`src/rtl/syncfifo_wr_arb_pkg.sv`:
```
// Shared types and helpers for the syncfifo write arbiter.
// Holds the FSM state encoding and the round-robin pointer increment.
package syncfifo_arb_pkg;

  typedef enum logic {
    IDLE = 1'b0,
    LOCK = 1'b1
  } state_t;

  function automatic int rr_next(input int ptr, input int n);
    return (ptr + 1 >= n) ? 0 : ptr + 1;
  endfunction

endpackage

```
`src/rtl/syncfifo_wr_arb_if.sv`:
```
// Source-side valid/ready bundle plus the syncfifo write port, shared by arbiter and environment.
// master = arbiter side; slave = sources and FIFO.
interface syncfifo_wr_arb_if #(
  parameter int NUM_SRC    = 4,
  parameter int DATA_WIDTH = 8
);
  localparam int ID_WIDTH   = $clog2(NUM_SRC);
  localparam int FIFO_WIDTH = DATA_WIDTH + ID_WIDTH + 1;

  logic [NUM_SRC-1:0]            s_valid;
  logic [NUM_SRC*DATA_WIDTH-1:0] s_data;
  logic [NUM_SRC-1:0]            s_last;
  logic [NUM_SRC-1:0]            s_ready;
  logic [FIFO_WIDTH-1:0]         fifo_din;
  logic                          fifo_wr_en;
  logic                          fifo_full;
  logic                          fifo_almost_full;

  modport master (
    input  s_valid, s_data, s_last, fifo_full, fifo_almost_full,
    output s_ready, fifo_din, fifo_wr_en
  );

  modport slave (
    output s_valid, s_data, s_last, fifo_full, fifo_almost_full,
    input  s_ready, fifo_din, fifo_wr_en
  );

endinterface

```
`src/rtl/syncfifo_wr_arb_rr_arb.sv`:
```
// Combinational round-robin picker: first asserted req at or after rr_ptr, wrapping.
// Zero latency; no state, grant is all-zero when nothing requests.
module rr_arb #(
  parameter  int NUM_SRC  = 4,
  localparam int ID_WIDTH = $clog2(NUM_SRC)
) (
  input  logic [NUM_SRC-1:0]  req,
  input  logic [ID_WIDTH-1:0] rr_ptr,
  output logic [NUM_SRC-1:0]  grant,
  output logic [ID_WIDTH-1:0] grant_idx
);

  int                  idx;
  logic [ID_WIDTH-1:0] cand;
  logic                found;

  always_comb begin
    grant     = '0;
    grant_idx = '0;
    found     = 1'b0;
    idx       = 0;
    cand      = '0;
    for (int k = 0; k < NUM_SRC; k++) begin
      idx = int'(rr_ptr) + k;
      if (idx >= NUM_SRC) idx = idx - NUM_SRC;
      cand = ID_WIDTH'(idx);
      if (!found && req[cand]) begin
        found       = 1'b1;
        grant[cand] = 1'b1;
        grant_idx   = cand;
      end
    end
  end

endmodule

```
`src/rtl/syncfifo_wr_arb.sv`:
```
// Packet-atomic round-robin arbiter feeding one syncfifo write port; one registered write per accepted beat.
// s_ready drops when the FIFO is full, or almost full with a write already in flight.
module syncfifo_wr_arb
  import syncfifo_arb_pkg::*;
#(
  parameter  int NUM_SRC    = 4,
  parameter  int DATA_WIDTH = 8,
  localparam int ID_WIDTH   = $clog2(NUM_SRC)
) (
  input  logic                clk,
  input  logic                rst_n,
  input  logic                arb_en,
  syncfifo_wr_arb_if.master   bus,
  output logic                busy,
  output logic [ID_WIDTH-1:0] owner
);

  localparam int FIFO_WIDTH = DATA_WIDTH + ID_WIDTH + 1;

  state_t                  state_q, state_d;
  logic [ID_WIDTH-1:0]     rr_ptr_q, rr_ptr_d;
  logic [ID_WIDTH-1:0]     owner_q, owner_d;
  logic                    wr_en_q, wr_en_d;
  logic [FIFO_WIDTH-1:0]   din_q, din_d;

  logic [NUM_SRC-1:0]      arb_grant;
  logic [ID_WIDTH-1:0]     arb_idx;
  logic [NUM_SRC-1:0]      grant;
  logic [NUM_SRC-1:0]      ready;
  logic [ID_WIDTH-1:0]     sel_idx;
  logic [DATA_WIDTH-1:0]   src_data [NUM_SRC];
  logic                    can_accept;
  logic                    accept;

  for (genvar i = 0; i < NUM_SRC; i++) begin : g_slice
    assign src_data[i] = bus.s_data[i*DATA_WIDTH +: DATA_WIDTH];
  end

  rr_arb #(.NUM_SRC(NUM_SRC)) u_rr_arb (
    .req       (bus.s_valid & {NUM_SRC{arb_en}}),
    .rr_ptr    (rr_ptr_q),
    .grant     (arb_grant),
    .grant_idx (arb_idx)
  );

  // The registered write still in flight consumes the last free slot when almost full.
  assign can_accept = !bus.fifo_full && !(wr_en_q && bus.fifo_almost_full);

  always_comb begin
    state_d  = state_q;
    rr_ptr_d = rr_ptr_q;
    owner_d  = owner_q;
    wr_en_d  = 1'b0;
    din_d    = din_q;
    grant    = '0;
    sel_idx  = owner_q;
    case (state_q)
      IDLE: begin
        grant   = arb_grant;
        sel_idx = arb_idx;
      end
      LOCK: grant[owner_q] = 1'b1;
      default: ;
    endcase
    ready  = grant & {NUM_SRC{can_accept & rst_n}};
    accept = |(ready & bus.s_valid);
    if (accept) begin
      wr_en_d = 1'b1;
      din_d   = {bus.s_last[sel_idx], sel_idx, src_data[sel_idx]};
      owner_d = sel_idx;
      if (bus.s_last[sel_idx]) begin
        state_d  = IDLE;
        rr_ptr_d = ID_WIDTH'(rr_next(int'(sel_idx), NUM_SRC));
      end else begin
        state_d  = LOCK;
      end
    end
  end

  always_ff @(posedge clk or negedge rst_n) begin
    if (!rst_n) begin
      state_q  <= IDLE;
      rr_ptr_q <= '0;
      owner_q  <= '0;
      wr_en_q  <= 1'b0;
      din_q    <= '0;
    end else begin
      state_q  <= state_d;
      rr_ptr_q <= rr_ptr_d;
      owner_q  <= owner_d;
      wr_en_q  <= wr_en_d;
      din_q    <= din_d;
    end
  end

  assign bus.s_ready    = ready;
  assign bus.fifo_din   = din_q;
  assign bus.fifo_wr_en = wr_en_q;
  assign busy           = (state_q == LOCK);
  assign owner          = owner_q;

endmodule
```
`src/flat_wrapper.sv`:
```
// flat-port wrapper written by rule: the top's interface ports become plain ports
module syncfifo_wr_arb_flat import syncfifo_arb_pkg::*;
#(
  parameter  int NUM_SRC    = 4,
  parameter  int DATA_WIDTH = 8,
  localparam int ID_WIDTH   = $clog2(NUM_SRC)
)
  (clk, rst_n, arb_en, busy, owner, bus_s_valid, bus_s_data, bus_s_last, bus_fifo_full, bus_fifo_almost_full, bus_s_ready, bus_fifo_din, bus_fifo_wr_en);
  syncfifo_wr_arb_if #(.NUM_SRC(NUM_SRC), .DATA_WIDTH(DATA_WIDTH)) bus_i ();
  input  logic clk;
  input  logic rst_n;
  input  logic arb_en;
  output logic busy;
  output logic [ID_WIDTH-1:0] owner;
  input wire logic [$bits(bus_i.s_valid)-1:0] bus_s_valid;
  input wire logic [$bits(bus_i.s_data)-1:0] bus_s_data;
  input wire logic [$bits(bus_i.s_last)-1:0] bus_s_last;
  input wire logic [$bits(bus_i.fifo_full)-1:0] bus_fifo_full;
  input wire logic [$bits(bus_i.fifo_almost_full)-1:0] bus_fifo_almost_full;
  output wire logic [$bits(bus_i.s_ready)-1:0] bus_s_ready;
  output wire logic [$bits(bus_i.fifo_din)-1:0] bus_fifo_din;
  output wire logic [$bits(bus_i.fifo_wr_en)-1:0] bus_fifo_wr_en;
  assign bus_i.s_valid = bus_s_valid;
  assign bus_i.s_data = bus_s_data;
  assign bus_i.s_last = bus_s_last;
  assign bus_i.fifo_full = bus_fifo_full;
  assign bus_i.fifo_almost_full = bus_fifo_almost_full;
  assign bus_s_ready = bus_i.s_ready;
  assign bus_fifo_din = bus_i.fifo_din;
  assign bus_fifo_wr_en = bus_i.fifo_wr_en;
  syncfifo_wr_arb #(.NUM_SRC(NUM_SRC), .DATA_WIDTH(DATA_WIDTH)) u_core (.clk(clk), .rst_n(rst_n), .arb_en(arb_en), .bus(bus_i), .busy(busy), .owner(owner));
endmodule
```
`config.mk`:
```
export PLATFORM = sky130hd
export DESIGN_NAME = syncfifo_wr_arb_flat
export DESIGN_NICKNAME = d
export VERILOG_FILES = /design/src/rtl/syncfifo_wr_arb_pkg.sv /design/src/rtl/syncfifo_wr_arb_if.sv /design/src/rtl/syncfifo_wr_arb_rr_arb.sv /design/src/rtl/syncfifo_wr_arb.sv /design/src/flat_wrapper.sv
export SDC_FILE = /design/constraint.sdc
export NUM_CORES = 1
export LEC_CHECK = 0
export ABC_AREA = 0
export CAP_MARGIN = 20
export CORE_ASPECT_RATIO = 1.1
export CORE_MARGIN = 4
export CORE_UTILIZATION = 43
export CTS_CLUSTER_SIZE = 14
export DETAILED_ROUTE_END_ITERATION = 8
export PLACE_DENSITY = 0.89
export REMOVE_ABC_BUFFERS = 1
export SLEW_MARGIN = 30
export SYNTH_ARGS = -nofsm -noshare
export SYNTH_HDL_FRONTEND = slang
export SYNTH_HIERARCHICAL = 1
export SYNTH_SLANG_ARGS = --single-unit
export TNS_END_PERCENT = 30
```
`constraint.sdc`:
```
create_clock -name clk -period 4.7 [get_ports clk]
set_input_delay 0.47 -clock clk [delete_from_list [all_inputs] [get_ports clk]]
set_output_delay 0.47 -clock clk [all_outputs]
set_load 0.03 [all_outputs]
```
* Yosys cells after proc, flatten, opt, wreduce, memory -nomap -nowiden
Index checks and enable logic that the tools add are counted.
** Operators by class
- $add $sub $neg :: 8
- Order comparisons :: 17
- Muxes and demuxes :: 43
- Bitwise gates (word level) :: 9
- Reduce and logical (&&, ||, !) cells :: 17
** Operator list (count)
- $mux W2 :: 10
- $lt A2 B3 Y1 const B :: 6
- $bmux W8 S2 :: 1
- $mux W4 :: 4
- $mux W8 :: 2
- $ge A3 B3 Y1 const B :: 5
- $mux W1 :: 15
- $and A4 B4 Y4 :: 3
- $or A4 B4 Y4 :: 3
- $bmux W1 S2 :: 5
- $demux W1 S2 :: 5
- $ge A2 B1 Y1 const B :: 5
- $logic_and A1 B1 Y1 :: 10
- $pmux W4 S2 :: 1
- $sub A2 B1 Y2 const B :: 4
- $add A2 B1 Y3 const B :: 2
- $add A2 B2 Y3 const B :: 2
- $logic_not A1 Y1 :: 5
- $reduce_or A4 Y1 :: 1
- $ge A2 B3 Y1 const B :: 1
- $not A2 Y3 :: 1
- $reduce_and A2 Y1 :: 1
- $and A1 B1 Y1 :: 1
- $not A1 Y1 :: 1
** Word-level totals
- Register bits after elaboration :: 17
- Output and inout port bits :: 19

* Longest topological paths before layout
- Depth in word-level cells :: 19
- Depth in mapped cells :: 14
- Depth with buffers taken out :: 11

* By module
Netlist, hierarchy kept.
** By module, submodules not included
- syncfifo_wr_arb :: instances 1, cells each 80, area each 991.0 um^2, sequential area each 375.4 um^2
- rr_arb :: instances 1, cells each 65, area each 489.2 um^2, sequential area each 0.0 um^2

* Worst setup path after synthesis
No wires, ideal clock.
- Path type :: register -> register
- Start point :: reg u_core.rr_ptr_q[0]
- End point :: reg u_core.rr_ptr_q[0]
- Setup time :: 0.128 ns
- Arrival time :: 3.116 ns
- Path slack :: 1.456 ns
- Stages on the path, launching flop included :: 13
- Cell sequence :: dfrtp_1 -> buf_6 -> buf_2 -> inv_1 -> ha_1 -> mux4_2 -> inv_1 -> nor2_1 -> o31a_1 -> mux2i_2 -> mux4_2 -> nand2b_2 -> mux2_1
** On the way
- Elaborated cells on any way between the ends :: 74
- Classes of those cells :: 8 x add/sub; 13 x order compare; 36 x mux; 5 x bitwise; 12 x reduce/logical
** RTL lines
- start, declared :: RTL line syncfifo_wr_arb.sv:21 : logic [ID_WIDTH-1:0] rr_ptr_q, rr_ptr_d;
- start signal, assigned :: RTL line syncfifo_wr_arb.sv:89 : rr_ptr_q <= rr_ptr_d;
- parallel branches: the longest is 13 deep, another holds $add A2 B1 Y3
- $mux W2 (*) :: RTL line syncfifo_wr_arb_rr_arb.sv:27 : if (!found && req[cand]) begin
- net u_core.arb_idx[0] :: RTL line syncfifo_wr_arb.sv:27 : logic [ID_WIDTH-1:0] arb_idx;
- $mux W2 (*) :: RTL line syncfifo_wr_arb.sv:57 : case (state_q)
- $add A2 B1 Y3 / $bmux W1 S2 (equally long branches) :: RTL line syncfifo_wr_arb_pkg.sv:11, syncfifo_wr_arb.sv:71
- $ge A3 B3 Y1 / $mux W1 (equally long branches) :: RTL line syncfifo_wr_arb_pkg.sv:11, syncfifo_wr_arb.sv:71
- $mux W2 / $reduce_and A2 Y1 (equally long branches)
Mark *: on every way through the listed nets, which the timed path passes. The select of a mux whose other input is x is not followed.
A chain may end at the register's enable or synchronous reset.

* Final worst setup path
- Start point :: reg u_core.rr_ptr_q[0]
- End point :: out bus_s_ready[1]
** On the way
- Word-level cells in the longest chain between the ends :: 16
- Elaborated cells on any way between the ends :: 61
- Classes of those cells :: 7 x add/sub; 12 x order compare; 28 x mux; 4 x bitwise; 10 x reduce/logical
** RTL lines
- parallel branches: the longest is 13 deep, another holds $add A2 B1 Y3
- $mux W4 (*) :: RTL line syncfifo_wr_arb_rr_arb.sv:27
- net u_core.arb_grant[1] :: RTL line syncfifo_wr_arb.sv:26 : logic [NUM_SRC-1:0] arb_grant;
- $pmux W4 S2 (*) :: RTL line syncfifo_wr_arb.sv:57
- $and A4 B4 Y4 (*) :: RTL line syncfifo_wr_arb.sv:65 : ready = grant & {NUM_SRC{can_accept & rst_n}};
- end, declared :: RTL line flat_wrapper.sv:20 : output wire logic [$bits(bus_i.s_ready)-1:0] bus_s_ready;
Marked as above.

==> flow_summary.yaml <==
status:
  status: "finished clean"
logic_synthesis:
  synth_flop_cell: "dfrtp_1"
  syn_avg_cell_area_sq_um: 10.21
  yosysSeqAreaShare_pct: 25.36
  synth_cell_types: 44
  ys_ff_latch: 15
  synth_area_leaders: "dfrtp_1 (25%), mux4_2 (18%), mux2_2 (6.1%)"
  yosysWarnings: 6
  yosys.cell_count.top_type: "nand2_1"
  yosys.area.top_type: "dfrtp_1"
  synth_edf_count: 0
  synthCells: 145
  synth_area_sq_um: 1480
  ys_async_sr_fraction_pct: 100.0
  synth_top_area_share_pct: 25.36
  synthTopCellsByCount: "nand2_1 (16), dfrtp_1 (15), mux4_2 (12)"
cells_and_area:
  nNetsFinal: 251
  layoutNonFillerInstCount: 248
  n_antenna_cell: 0
  drive_above_1_share_pct: 18.50
  syn2layout_area_growth_pct: 43.79
detailed_routing:
  final_antenna_net_count: 0
  routedWlPerCell_microns: 15.19
  viasPerCell: 5.448
  drc: 0
  drt_iter0_markers: 70
  routed_wirelength_microns: 3767
  vias: 1351
  drt_pass1_iterations: 4
sta:
  fin_crit_sh_pct: 86.17
  setup_viol: 0
  period_needed_ps: 4050
  setup_tns_ps: 0
  finalHoldViolCount: 0
  timing.final.max_slew_violations: 0
  relSlewSlack_pct: 55.35
  max_slew.worst_pin.slew_ps: 667.6
  rsz0062_at_grt: "no"
  max_freq_mhz: 246.9
  fin_skew_ps: 7.989
pwr:
  power.density_nw_per_um2: 608.8
  p_leak_nw: 0.8256
  power_mw: 1.296
  ir_drop_mv: 0.4055
floorplan:
  dieArea_sq_um: 4446
  design.core.area_sq_um: 3331
  pin_count: 64
  rows: 22
  start_util_pct: 44.44
  die_w_microns: 63.94
  chipHeight_microns: 69.54
critical_path:
  cp_max_fo: 19
  crit_path_end_kind: "primary output"
  required_ps: 4230
  crit_arrival_ps: 3580
  path_class: "flop to primary output"
  start_kind: "flop"
place:
  gp_congestion: 0.7798
  io_buffers: 63
  dp_cells: 244
  hpwl_microns: 3020
hold_path:
  hp-class: "flop to flop"
global_routing:
  grt_pass1_vias: 1276
  grt_max_degree: 20
  antenna_found_initial: 0
  grt_first_pass_wirelength_microns: 6030
  gr-total-overflow: 0
  grt_usage_pct: 16.93
clock_network:
  tritoncts: "yes"
  clk_pin_slew_ps: 90
  post_cts_buffers: 0
  root_buffer: "clkbuf_4"
  htree_levels: 1
  cts_max_path_buffers: 2
  clock_latency_ps: 280
  cts_sinks: 15
  cts_resized: 0
  numCtsBuffers: 3
  ctsHoldBuffers: 0
flow_run:
  drv_cap: 0
-- placed cells by master (no fill, tap or decap), types with 2 or more instances in the layout --
cell and n:
a21oi_1 5, a221o_2 4, a22oi_1 2, a31oi_1 2
and2_1 4, and3b_1 2, buf_4 2, clkbuf_4 3
clkdlybuf4s50_1 63, dfrtp_1 15, ha_1 5, inv_1 3
mux2_1 2, mux2_2 8, mux2i_1 6, mux4_2 12
nand2_1 16, nand2b_1 5, nand3b_1 3, nor2_1 5
nor3b_1 2, o21ai_0 8, o21ai_1 2
-- sequential cells by signal, summed over array words and instances (netlist names) --
name                   count
u_core/busy                1
u_core/bus.fifo_din       10
u_core/bus.fifo_wr_en      1
u_core/rr_ptr_q            2
u_core/owner               1
-- layout make-up --
class	count	area [sq um]
clock buffer	3	22.52
clock inverter	1	7.507
fill	261	1202
inverter	4	15.01
multi-input combinational	112	1002
sequential	15	375.4
tap	48	60.06
timing repair buffer	65	645.6
-- per-stage QoR --
| stage | hold WS, ps | cell area (sq um) | util, % | setup slack [ps] |
|---|---|---|---|---|
| 4_1_cts | 505.1 | 2128 | 63.90 | 648.1 |
| 6_report | 509.4 | 2128 | 63.90 | 650.0 |
| 3_5_place_dp | 469.7 | 2098 | 63.00 | 782.7 |
| 3_3_place_gp | 483.0 | 2098 | 63.00 | 850.7 |
| 5_1_grt | 516.4 | 2128 | 63.90 | 424.2 |
| 2_1_floorplan | 174.4 | 1393 | - | 999.4 |
-- where the power goes --
part | total [mW] | leakage (nW) | switching, mW | internal [mW]
sequential | 0.290 | 0.182 | 0.100 | 0.190
clock | 0.0738 | 0.0139 | 0.0414 | 0.0323
combinational | 0.932 | 0.630 | 0.453 | 0.479
-- path summary, 6_finish.rpt --
path / start / end / slack [ps] / cells after the start
hold reg to reg: u_core/bus.fifo_din[10]$_DFFE_PN0P_ / u_core/bus.fifo_din[10]$_DFFE_PN0P_ / 510 / 2
setup / recovery: u_core/rr_ptr_q[0]$_DFFE_PN0P_ / bus_s_ready[1] / 650 / 9
min in group asynchronous: rst_n / u_core/bus.fifo_din[5]$_DFFE_PN0P_ / 590 / 1
max in group asynchronous: rst_n / u_core/bus.fifo_din[9]$_DFFE_PN0P_ / 3680 / 1
hold / removal: u_core/bus.fifo_din[10]$_DFFE_PN0P_ / u_core/bus.fifo_din[10]$_DFFE_PN0P_ / 510 / 2
setup reg to reg: u_core/rr_ptr_q[0]$_DFFE_PN0P_ / u_core/rr_ptr_q[0]$_DFFE_PN0P_ / 820 / 11
-- cells by family after synthesis --
group / after synthesis / synth area share (%)
buffers and inverters: 18 / 6.930
DFF: 15 / 25.36
xor gates and xnor gates: 1 / 0.5918
adders and majority gates: 5 / 4.227
and+or+nand+nor: 45 / 16.99
AOI/OAI and AO/OA: 32 / 15.05
muxes: 29 / 30.85
-- routing by layer --
metal / up-vias / global-route usage (%) / wire length [microns]
met3: 4 / 3.566 / 214
met1: 648 / 20.97 / 1453
met2: 50 / 29.62 / 2055
met5: - / 0 / 0
met4: 0 / 4.077 / 43
li1: 649 / - / -
-- worst max-delay path: stages (launching register included) --
cell             delay [ps]
dfrtp_1                 740
inv_1                   180
ha_1                    460
mux4_2                  410
or2_4                   290
nor2b_4                 140
a221o_2                 170
nand2b_1                 70
a21oi_1                 140
clkdlybuf4s50_1         690
(Power assumes the default switching activity.)
